`src/rtl/reg_bank_write_arbiter_pkg.sv`:
```
// Shared types and helpers for the register-bank write arbiter.
//   arb_state_t : arbiter FSM states (IDLE = normal arbitration, CLEAR = bank clear)
//   onehot_dec  : address to one-hot decode, sized for the largest supported bank;
//                 callers size-cast the result down to their own bank size.
package reg_arb_pkg;

    typedef enum logic {
        IDLE  = 1'b0,
        CLEAR = 1'b1
    } arb_state_t;

    localparam int MAX_AW   = 8;
    localparam int MAX_REGS = 256;

    function automatic logic [MAX_REGS-1:0] onehot_dec(input logic [MAX_AW-1:0] addr);
        logic [MAX_REGS-1:0] dec;
        dec       = '0;
        dec[addr] = 1'b1;
        return dec;
    endfunction

endpackage

```
`src/rtl/reg_bank_write_arbiter_rr_arbiter.sv`:
```
// Combinational rotating-priority arbiter.
//   req     : request vector
//   ptr     : index that has highest priority this cycle (must be < N)
//   en      : when low, no grant is issued
//   gnt     : one-hot0 grant
//   gnt_idx : index of the granted requester (0 when none)
//   gnt_vld : a grant was issued
module rr_arbiter #(
    parameter  int N  = 4,
    localparam int IW = (N > 1) ? $clog2(N) : 1
) (
    input  logic [N-1:0]  req,
    input  logic [IW-1:0] ptr,
    input  logic          en,
    output logic [N-1:0]  gnt,
    output logic [IW-1:0] gnt_idx,
    output logic          gnt_vld
);

    logic [IW-1:0] idx_s;

    // Walk the requesters starting at ptr, wrapping modulo N; first hit wins.
    always_comb begin
        gnt     = '0;
        gnt_idx = '0;
        gnt_vld = 1'b0;
        idx_s   = '0;
        for (int k = 0; k < N; k++) begin
            idx_s = IW'((int'(ptr) + k) % N);
            if (en && !gnt_vld && req[idx_s]) begin
                gnt[idx_s] = 1'b1;
                gnt_idx    = idx_s;
                gnt_vld    = 1'b1;
            end else begin
                gnt_vld = gnt_vld;
            end
        end
    end

endmodule

```
`src/rtl/reg_bank_write_arbiter.sv`:
```
// Round-robin write arbiter in front of a bank of NREGS registers.
// At most one requester is accepted per cycle; the accepted write is issued on
// the shared bus in the following cycle. A level clr_req starts a bank clear
// that holds reg_rst for CLR_CYCLES cycles while arbitration is blocked.
//   clk       : clock, all logic on posedge
//   rst       : synchronous active-low reset
//   req_valid : per-requester write request
//   req_ready : per-requester accept (combinational, one-hot0)
//   req_addr  : requester i address in [i*AW +: AW]
//   req_data  : requester i data in [i*WIDTH +: WIDTH]
//   clr_req   : request a full-bank clear
//   clr_busy  : clear sequence running
//   reg_load  : one-hot0 load strobe to the registers
//   reg_in    : shared write data bus
//   reg_rst   : clear to all registers
//   wr_err    : one-cycle pulse for an accepted write with addr >= NREGS
module reg_bank_write_arbiter
    import reg_arb_pkg::*;
#(
    parameter  int WIDTH      = 8,
    parameter  int NREQ       = 4,
    parameter  int NREGS      = 8,
    parameter  int CLR_CYCLES = 2,
    localparam int AW         = (NREGS > 1) ? $clog2(NREGS) : 1
) (
    input  logic                  clk,
    input  logic                  rst,
    input  logic [NREQ-1:0]       req_valid,
    output logic [NREQ-1:0]       req_ready,
    input  logic [NREQ*AW-1:0]    req_addr,
    input  logic [NREQ*WIDTH-1:0] req_data,
    input  logic                  clr_req,
    output logic                  clr_busy,
    output logic [NREGS-1:0]      reg_load,
    output logic [WIDTH-1:0]      reg_in,
    output logic                  reg_rst,
    output logic                  wr_err
);

    localparam int            IW      = (NREQ > 1) ? $clog2(NREQ) : 1;
    localparam int            CW      = (CLR_CYCLES > 1) ? $clog2(CLR_CYCLES) : 1;
    localparam logic [AW:0]   NREGS_W = (AW + 1)'(NREGS);

    arb_state_t        state_r;
    arb_state_t        next_state_s;
    logic [CW-1:0]     cnt_r;
    logic [CW-1:0]     next_cnt_s;
    logic [IW-1:0]     rr_ptr_r;
    logic [IW-1:0]     next_ptr_s;

    logic              arb_en_s;
    logic [NREQ-1:0]   gnt_s;
    logic [IW-1:0]     gnt_idx_s;
    logic              gnt_vld_s;

    logic [AW-1:0]     win_addr_s;
    logic [WIDTH-1:0]  win_data_s;
    logic              in_range_s;
    logic [NREGS-1:0]  win_dec_s;

    logic [NREGS-1:0]  reg_load_r;
    logic [WIDTH-1:0]  reg_in_r;
    logic              wr_err_r;

    // Arbitration only in IDLE with no clear requested and reset released.
    assign arb_en_s = rst && (state_r == IDLE) && !clr_req;

    rr_arbiter #(
        .N (NREQ)
    ) u_rr (
        .req     (req_valid),
        .ptr     (rr_ptr_r),
        .en      (arb_en_s),
        .gnt     (gnt_s),
        .gnt_idx (gnt_idx_s),
        .gnt_vld (gnt_vld_s)
    );

    assign req_ready = gnt_s;

    // Select the winning requester's address and data.
    always_comb begin
        win_addr_s = '0;
        win_data_s = '0;
        for (int i = 0; i < NREQ; i++) begin
            if (gnt_s[i]) begin
                win_addr_s = req_addr[i*AW +: AW];
                win_data_s = req_data[i*WIDTH +: WIDTH];
            end else begin
                win_addr_s = win_addr_s;
            end
        end
    end

    // Out-of-range addresses are consumed but never strobe a register.
    assign in_range_s = ({1'b0, win_addr_s} < NREGS_W);
    assign win_dec_s  = NREGS'(onehot_dec(MAX_AW'(win_addr_s)));

    // Pointer moves to one past the winner; holds when nobody is accepted.
    always_comb begin
        next_ptr_s = rr_ptr_r;
        if (gnt_vld_s) begin
            if (gnt_idx_s == IW'(NREQ - 1)) begin
                next_ptr_s = '0;
            end else begin
                next_ptr_s = gnt_idx_s + IW'(1);
            end
        end else begin
            next_ptr_s = rr_ptr_r;
        end
    end

    // Next-state logic: IDLE enters CLEAR on clr_req; CLEAR counts down to zero.
    always_comb begin
        next_state_s = state_r;
        next_cnt_s   = cnt_r;
        case (state_r)
            IDLE: begin
                if (clr_req) begin
                    next_state_s = CLEAR;
                    next_cnt_s   = CW'(CLR_CYCLES - 1);
                end else begin
                    next_state_s = IDLE;
                end
            end
            CLEAR: begin
                if (cnt_r == CW'(0)) begin
                    next_state_s = IDLE;
                end else begin
                    next_cnt_s = cnt_r - CW'(1);
                end
            end
            default: begin
                next_state_s = IDLE;
                next_cnt_s   = '0;
            end
        endcase
    end

    // FSM state, clear counter and round-robin pointer.
    always_ff @(posedge clk) begin
        if (!rst) begin
            state_r  <= IDLE;
            cnt_r    <= '0;
            rr_ptr_r <= '0;
        end else begin
            state_r  <= next_state_s;
            cnt_r    <= next_cnt_s;
            rr_ptr_r <= next_ptr_s;
        end
    end

    // Write stage: the accepted write drives the bus during the next cycle.
    always_ff @(posedge clk) begin
        if (!rst) begin
            reg_load_r <= '0;
            reg_in_r   <= '0;
            wr_err_r   <= 1'b0;
        end else begin
            reg_load_r <= (gnt_vld_s && in_range_s) ? win_dec_s : '0;
            reg_in_r   <= gnt_vld_s ? win_data_s : reg_in_r;
            wr_err_r   <= gnt_vld_s && !in_range_s;
        end
    end

    assign reg_load = reg_load_r;
    assign reg_in   = reg_in_r;
    assign wr_err   = wr_err_r;
    assign reg_rst  = (state_r == CLEAR);
    assign clr_busy = (state_r == CLEAR);

endmodule
```
`config.mk`:
```
export PLATFORM = sky130hd
export DESIGN_NAME = reg_bank_write_arbiter
export DESIGN_NICKNAME = d
export VERILOG_FILES = /design/src/rtl/reg_bank_write_arbiter_pkg.sv /design/src/rtl/reg_bank_write_arbiter_rr_arbiter.sv /design/src/rtl/reg_bank_write_arbiter.sv
export SDC_FILE = /design/constraint.sdc
export NUM_CORES = 1
export LEC_CHECK = 0
export ABC_AREA = 1
export CAP_MARGIN = 20
export CORE_MARGIN = 2
export CORE_UTILIZATION = 45
export DETAILED_ROUTE_END_ITERATION = 8
export DONT_BUFFER_PORTS = 1
export GPL_TIMING_DRIVEN = 1
export MAX_ROUTING_LAYER = met4
export PLACE_DENSITY = 0.68
export SYNTH_ARGS = -nofsm -noshare
export SYNTH_HDL_FRONTEND = slang
export SYNTH_SLANG_ARGS = --single-unit
```
`constraint.sdc`:
```
create_clock -name clk -period 3.65 [get_ports clk]
set_input_delay 0.73 -clock clk [delete_from_list [all_inputs] [get_ports clk]]
set_output_delay 0.73 -clock clk [all_outputs]
set_load 0.02 [all_outputs]
```
* After elaboration in Yosys (flattened, before gate mapping)
Index checks and enable logic that the tools add are counted.
Storage, ports and cells: register bits after elaboration 20, output and inout port bits 23, logic and storage cells 90
Cells by class: reductions and logical operators 19, eq/ne operators 2, add/subtract/negate cells 5, bitwise gates (word level) 4, mux-type cells 45, $lt $le $gt $ge 10
Operators with widths (number):
- two-way mux 8 bit | 4
- two-way mux 1 bit | 17
- two-way mux 4 bit | 4
- logical AND 1 bit | 14
- < comparator 2 x 3 -> 1 bit (second input constant) | 4
- two-way mux 3 bit | 4
- OR 4 bit | 3
- two-way mux 2 bit | 5
- < comparator 3 x 9 -> 1 bit (second input constant) | 1
- binary-select mux 1 bit (select 2 bit) | 4
- demux 1 bit (select 2 bit) | 4
- >= comparator 2 x 1 -> 1 bit (second input constant) | 4
- adder 2 x 1 -> 2 bit (second input constant) | 2
- adder 2 bit (second input constant) | 2
- zero test 1 bit | 4
- one-hot mux 1 bit (2 select lines) | 2
- demux 1 bit (select 3 bit) | 1
- >= comparator 3 x 1 -> 1 bit (second input constant) | 1
- == test 2 bit (second input constant) | 1
- inequality test 2 bit (second input constant) | 1
- AND reduction 2 bit | 1
- inverter 1 bit | 1
- subtractor 1 bit (second input constant) | 1

* Logic depth before layout (Yosys ltp)
depth after elaboration 25, depth in mapped cells 17, mapped depth without buffers 16

* Modules after synthesis
From an unflattened synthesis, not the netlist that was laid out.
Unflattened totals: cells, all modules 270, area total of the unflattened synthesis 1687.9 um^2
Modules (own cells, without submodules):
- reg_bank_write_arbiter | instances 1, cells each 179, area an instance 1141.1 um^2
- rr_arbiter | instances 1, cells each 91, area an instance 546.8 um^2

* Worst setup path before layout
No wires, ideal clock.
kind register to output, from register rr_ptr_r[1], to output port req_ready[3], arrival time 1840 ps, cell stages (with the launch flop) 12, required time 2920 ps, slack 1080 ps, cells stage by stage dfxtp_1 > inv_1 > ha_1 > inv_1 > nand2_2 > nand2_2 > o21ai_4 > nand3_2 > inv_2 > nand2_2 > nand2_4 > buf_6
Between the ends: word-level cells in the longest chain between the ends 16
RTL lines:
- from (decl) | line reg_bank_write_arbiter.sv:48 | logic [IW-1:0] rr_ptr_r;
- from (signal assigned) | line reg_bank_write_arbiter.sv:149 | rr_ptr_r <= next_ptr_s;
- parallel branches: the longest is 15 deep, another holds < comparator 2 x 3 -> 1 bit
- two-way mux 4 bit (*) | line reg_bank_write_arbiter_rr_arbiter.sv:30 | if (en && !gnt_vld && req[idx_s]) begin
- to (decl) | line reg_bank_write_arbiter.sv:29 | output logic [NREQ-1:0] req_ready,
Mark *: on every way between the ends. The select of a mux whose other input is x is not followed.

* Worst setup path after layout
Ends and elaborated chain as after synthesis.

==> results.txt <==
----------------------------------------------------
[Run status]
  Run status ... finished, final reports clean

[STA]
  Setup repair after global routing missed its margin ... no
  Highest clock frequency the design can meet ... 312 MHz
  Setup_tns ... 0 ps
  Worst clock skew on the final layout ... ~7.1 ps
  Final Hold Viols ... 0
  Min Tclk post-route ... 3200 ps
  Final setup violating endpoints ... 0
  Slew Limit Fails ... 0
  Final critical-path share of the clock period ... 87.8%

[Synthesis]
  Share of the yosys chip area belonging to registers ... between 20% and 30%
  Post-synth cell types ... 28
  Dominant cell by count in the synthesized netlist ... nand2_1
  Top flip-flop cell by instance count after synthesis ... dfxtp_1
  Top cells by instance count after synthesis ... nand2_1 (50), o21ai_0 (27), a21oi_1 (24)
  Synthesized area divided by synthesized cell count ... 6.62 um^2
  Cell area after synthesis ... 1570 um^2
  Synth async-reset ratio ... 0%
  EDFF count, synth ... 0
  Count of warnings emitted by yosys ... 0
  Leading post-synthesis cells by cell area ... dfxtp_1 (26%), nand2_1 (12%), o21ai_0 (8.6%)
  Leading area contributor after synthesis ... dfxtp_1
  Post-Synthesis Net Count ... 293
  Instance count of the mapped netlist ... ~240
  Portion of synthesized cell area occupied by the leading cell type ... 25.5%
  Flip-flop and latch count after synthesis ... 20

[Route]
  DRC violation count after routing ... 0
  Count of TritonRoute iterations in the first routing pass ... 4
  Number of nets with antenna violations after detailed routing ... 0
  DRT iter0 DRCs ... 91
  Average routed wire per standard cell ... around 14 um
  Via-to-Cell Ratio ... 5.42
  DR vias ... 1518
  Final Routed Wirelength ... 3900 um

[Critical path]
  Largest fanout on the critical path ... 16
  Endpoint type of the worst setup path ... output port
  Critical path data arrival time ... 2470 ps
  Worst path required time ... about 3000 ps
  Worst-case reg-to-reg path depth ... 15
  Critical path startpoint category ... flop
  Type of the setup path with the least slack ... reg -> out

[Floorplan]
  Number of rows created at floorplan ... 21
  Area of the placeable core ... roughly 3300 um^2
  Floorplan die area ... 3980 um^2
  Overall die width ... approximately 63 um
  Die Y-Extent ... approximately 63 um
  Ports ... 74
  Effective utilization at floorplan ... 47.0%

[GRT]
  Sum of overflow across all layers after global routing ... 0
  Vias in the first global route ... around 1400
  First-pass GRT wire length ... 6410 um
  Largest net degree at the start of global routing ... 17
  Total routing usage reported by global routing ... 20.7%
  Initial antenna violation count ... 0

[CTS]
  Clock latency of the later-clocked register in the worst-skew pair ... 320 ps
  H-tree Lvls ... 1
  TritonCTS clock tree ... built
  Post-cts gate resize count ... 0
  Max Buffers Root-to-Sink ... 2
  Register clock-pin slew on the reported worst setup and hold paths ... between 100 and 150 ps
  Clock sink total ... 20
  CTS root buf ... clkbuf_4
  Count of hold-fix buffers inserted at cts ... 0
  Cts bufs inserted ... 3
  Setup fix buffers added after clock tree synthesis ... 0

[Power and ir drop]
  Relative contribution of the clock network to total power ... 17.1%
  Internal portion of total power ... 565 uW
  Register share of total power ... approximately a third
  Static leakage ... 0.000716 uW
  Portion of total power attributed to combinational logic ... 47.7%
  Sw Pwr ... 570 uW
  Total chip power ... 1130 uW
  Power density over the cells ... 704 nW/um^2
  Max IR drop VDD ... around 0.28 mV
  Net switching share of the total power ... 50.2%

[Run]
  Max Cap Viol ... 0

[Worst hold path]
  Hold/Removal Path Class ... reg -> reg
  Worst hold path stage count ... 2

[Cells and area]
  Fraction of layout cells with a size suffix above 1 ... about a fifth
  Layout overhead on the synthesized area ... 2.71%
  Number of inserted diodes ... 0
  Final-stage net count ... roughly 290
  Number of inserted filler cells in the final layout ... between 300 and 400
  Final Non-Filler Cells ... 280

[Place]
  Count of input and output buffers ... 0
  Estimated wirelength of the detail-placed design ... 2950 um
  Number of instances in the placed design ... 276
  Final RePlAce weighted congestion ... 0.882

----------------------------------------------------
==> sequential cells by signal, summed over array words and instances (netlist names), named ones only <==
signal and cells:
reg_in 8, cnt_r 1, reg_load 8, rr_ptr_r 1, clr_busy 1
==> power by group through the flow <==
stage	Sequential, uW	Combinational (uW)	Clock, uW
3_3_place_gp	404	532	0
3_5_place_dp	404	536	0
4_1_cts	400	540	196
2_1_floorplan	390	469	0
6_report	400	541	194
5_1_grt	408	614	203
==> metrics by stage <==
step                setup WS [ps]  hold slack [ps]  utilization [%]  area, um^2
floorplan                    1080              452                -        1570
global placement              924              467             46.7        1560
detailed placement            870              470             46.7        1560
CTS                           492              499             48.3        1610
global route                  254              516             48.3        1610
finish                        445              495             48.3        1610
==> cell families (layout without fill, tap and decap cells) <==
family / count (synthesis) / count (layout) / share of synthesized area [%]
other: 1 / 1 / 0.239
buffers and inverters: 33 / 30 / 10.8
adders and majority gates: 5 / 5 / 3.99
AOI/OAI and AO/OA: 65 / 65 / 23.4
DFF: 20 / 20 / 25.5
and+or+nand+nor: 113 / 113 / 36.0
==> critical path, cell delays in order, from the launching register on <==
cell     delay, ps
dfxtp_1        570
inv_1          190
ha_1           350
inv_1          160
nand3_1        100
nand2_1         80
nand3_2        120
nor2_2         210
a21oi_1        140
nand2_4        240
==> placed cells by master, fill, tap and decap left out <==
| cell | netlist | final |
|---|---|---|
| a211oi_1 | 1 | 1 |
| a21boi_2 | 1 | 1 |
| a21o_1 | 2 | 2 |
| a21oi_1 | 24 | 24 |
| a21oi_2 | 4 | 4 |
| bufinv_16 | 0 | 1 |
| clkbuf_4 | 0 | 3 |
| clkinv_2 | 1 | 1 |
| conb_1 | 1 | 1 |
| dfxtp_1 | 20 | 20 |
| ha_1 | 5 | 5 |
| inv_1 | 19 | 19 |
| inv_2 | 5 | 5 |
| inv_4 | 1 | 1 |
| nand2_1 | 50 | 50 |
| nand2_2 | 14 | 14 |
| nand2_4 | 2 | 2 |
| nand3_1 | 8 | 8 |
| nand3_2 | 7 | 7 |
| nand4_1 | 4 | 4 |
| nor2_1 | 19 | 19 |
| nor2_2 | 3 | 3 |
| nor2_4 | 2 | 2 |
| nor3_1 | 4 | 4 |
| o211ai_1 | 1 | 1 |
| o21ai_0 | 27 | 27 |
| o21ai_1 | 4 | 4 |
| o21ai_4 | 1 | 1 |
==> area by class of cell <==
class                           instances  area (um^2)  area share [%]
Clock buffer                            3         22.5            1.40
Inverter                               26          101            6.29
Tap cell                               46         57.6            3.57
Clock inverter                          1         30.0            1.86
Multi-Input combinational cell        184         1000            62.0
Sequential cell                        20          400            24.8
==> final timing paths <==
| kind | slack [ps] | from | endpoint |
|---|---|---|---|
| setup / recovery | 450 | rr_ptr_r[1] | req_ready[3] |
| hold / removal | 500 | cnt_r | cnt_r |
| setup reg to reg | 820 | rr_ptr_r[1] | reg_load[0] |
| hold reg to reg | 500 | cnt_r | cnt_r |
==> routing by layer <==
metal | global-route usage, % | part of all wire, % | wire, um
met2 | 32.8 | 48 | 1890
met3 | 3.75 | 6.0 | 234
met1 | 27.4 | 45 | 1740
met4 | 4.72 | 1.0 | 40
met5 | - | 0 | 0
No activity file was read; power rests on OpenSTA's default activity.
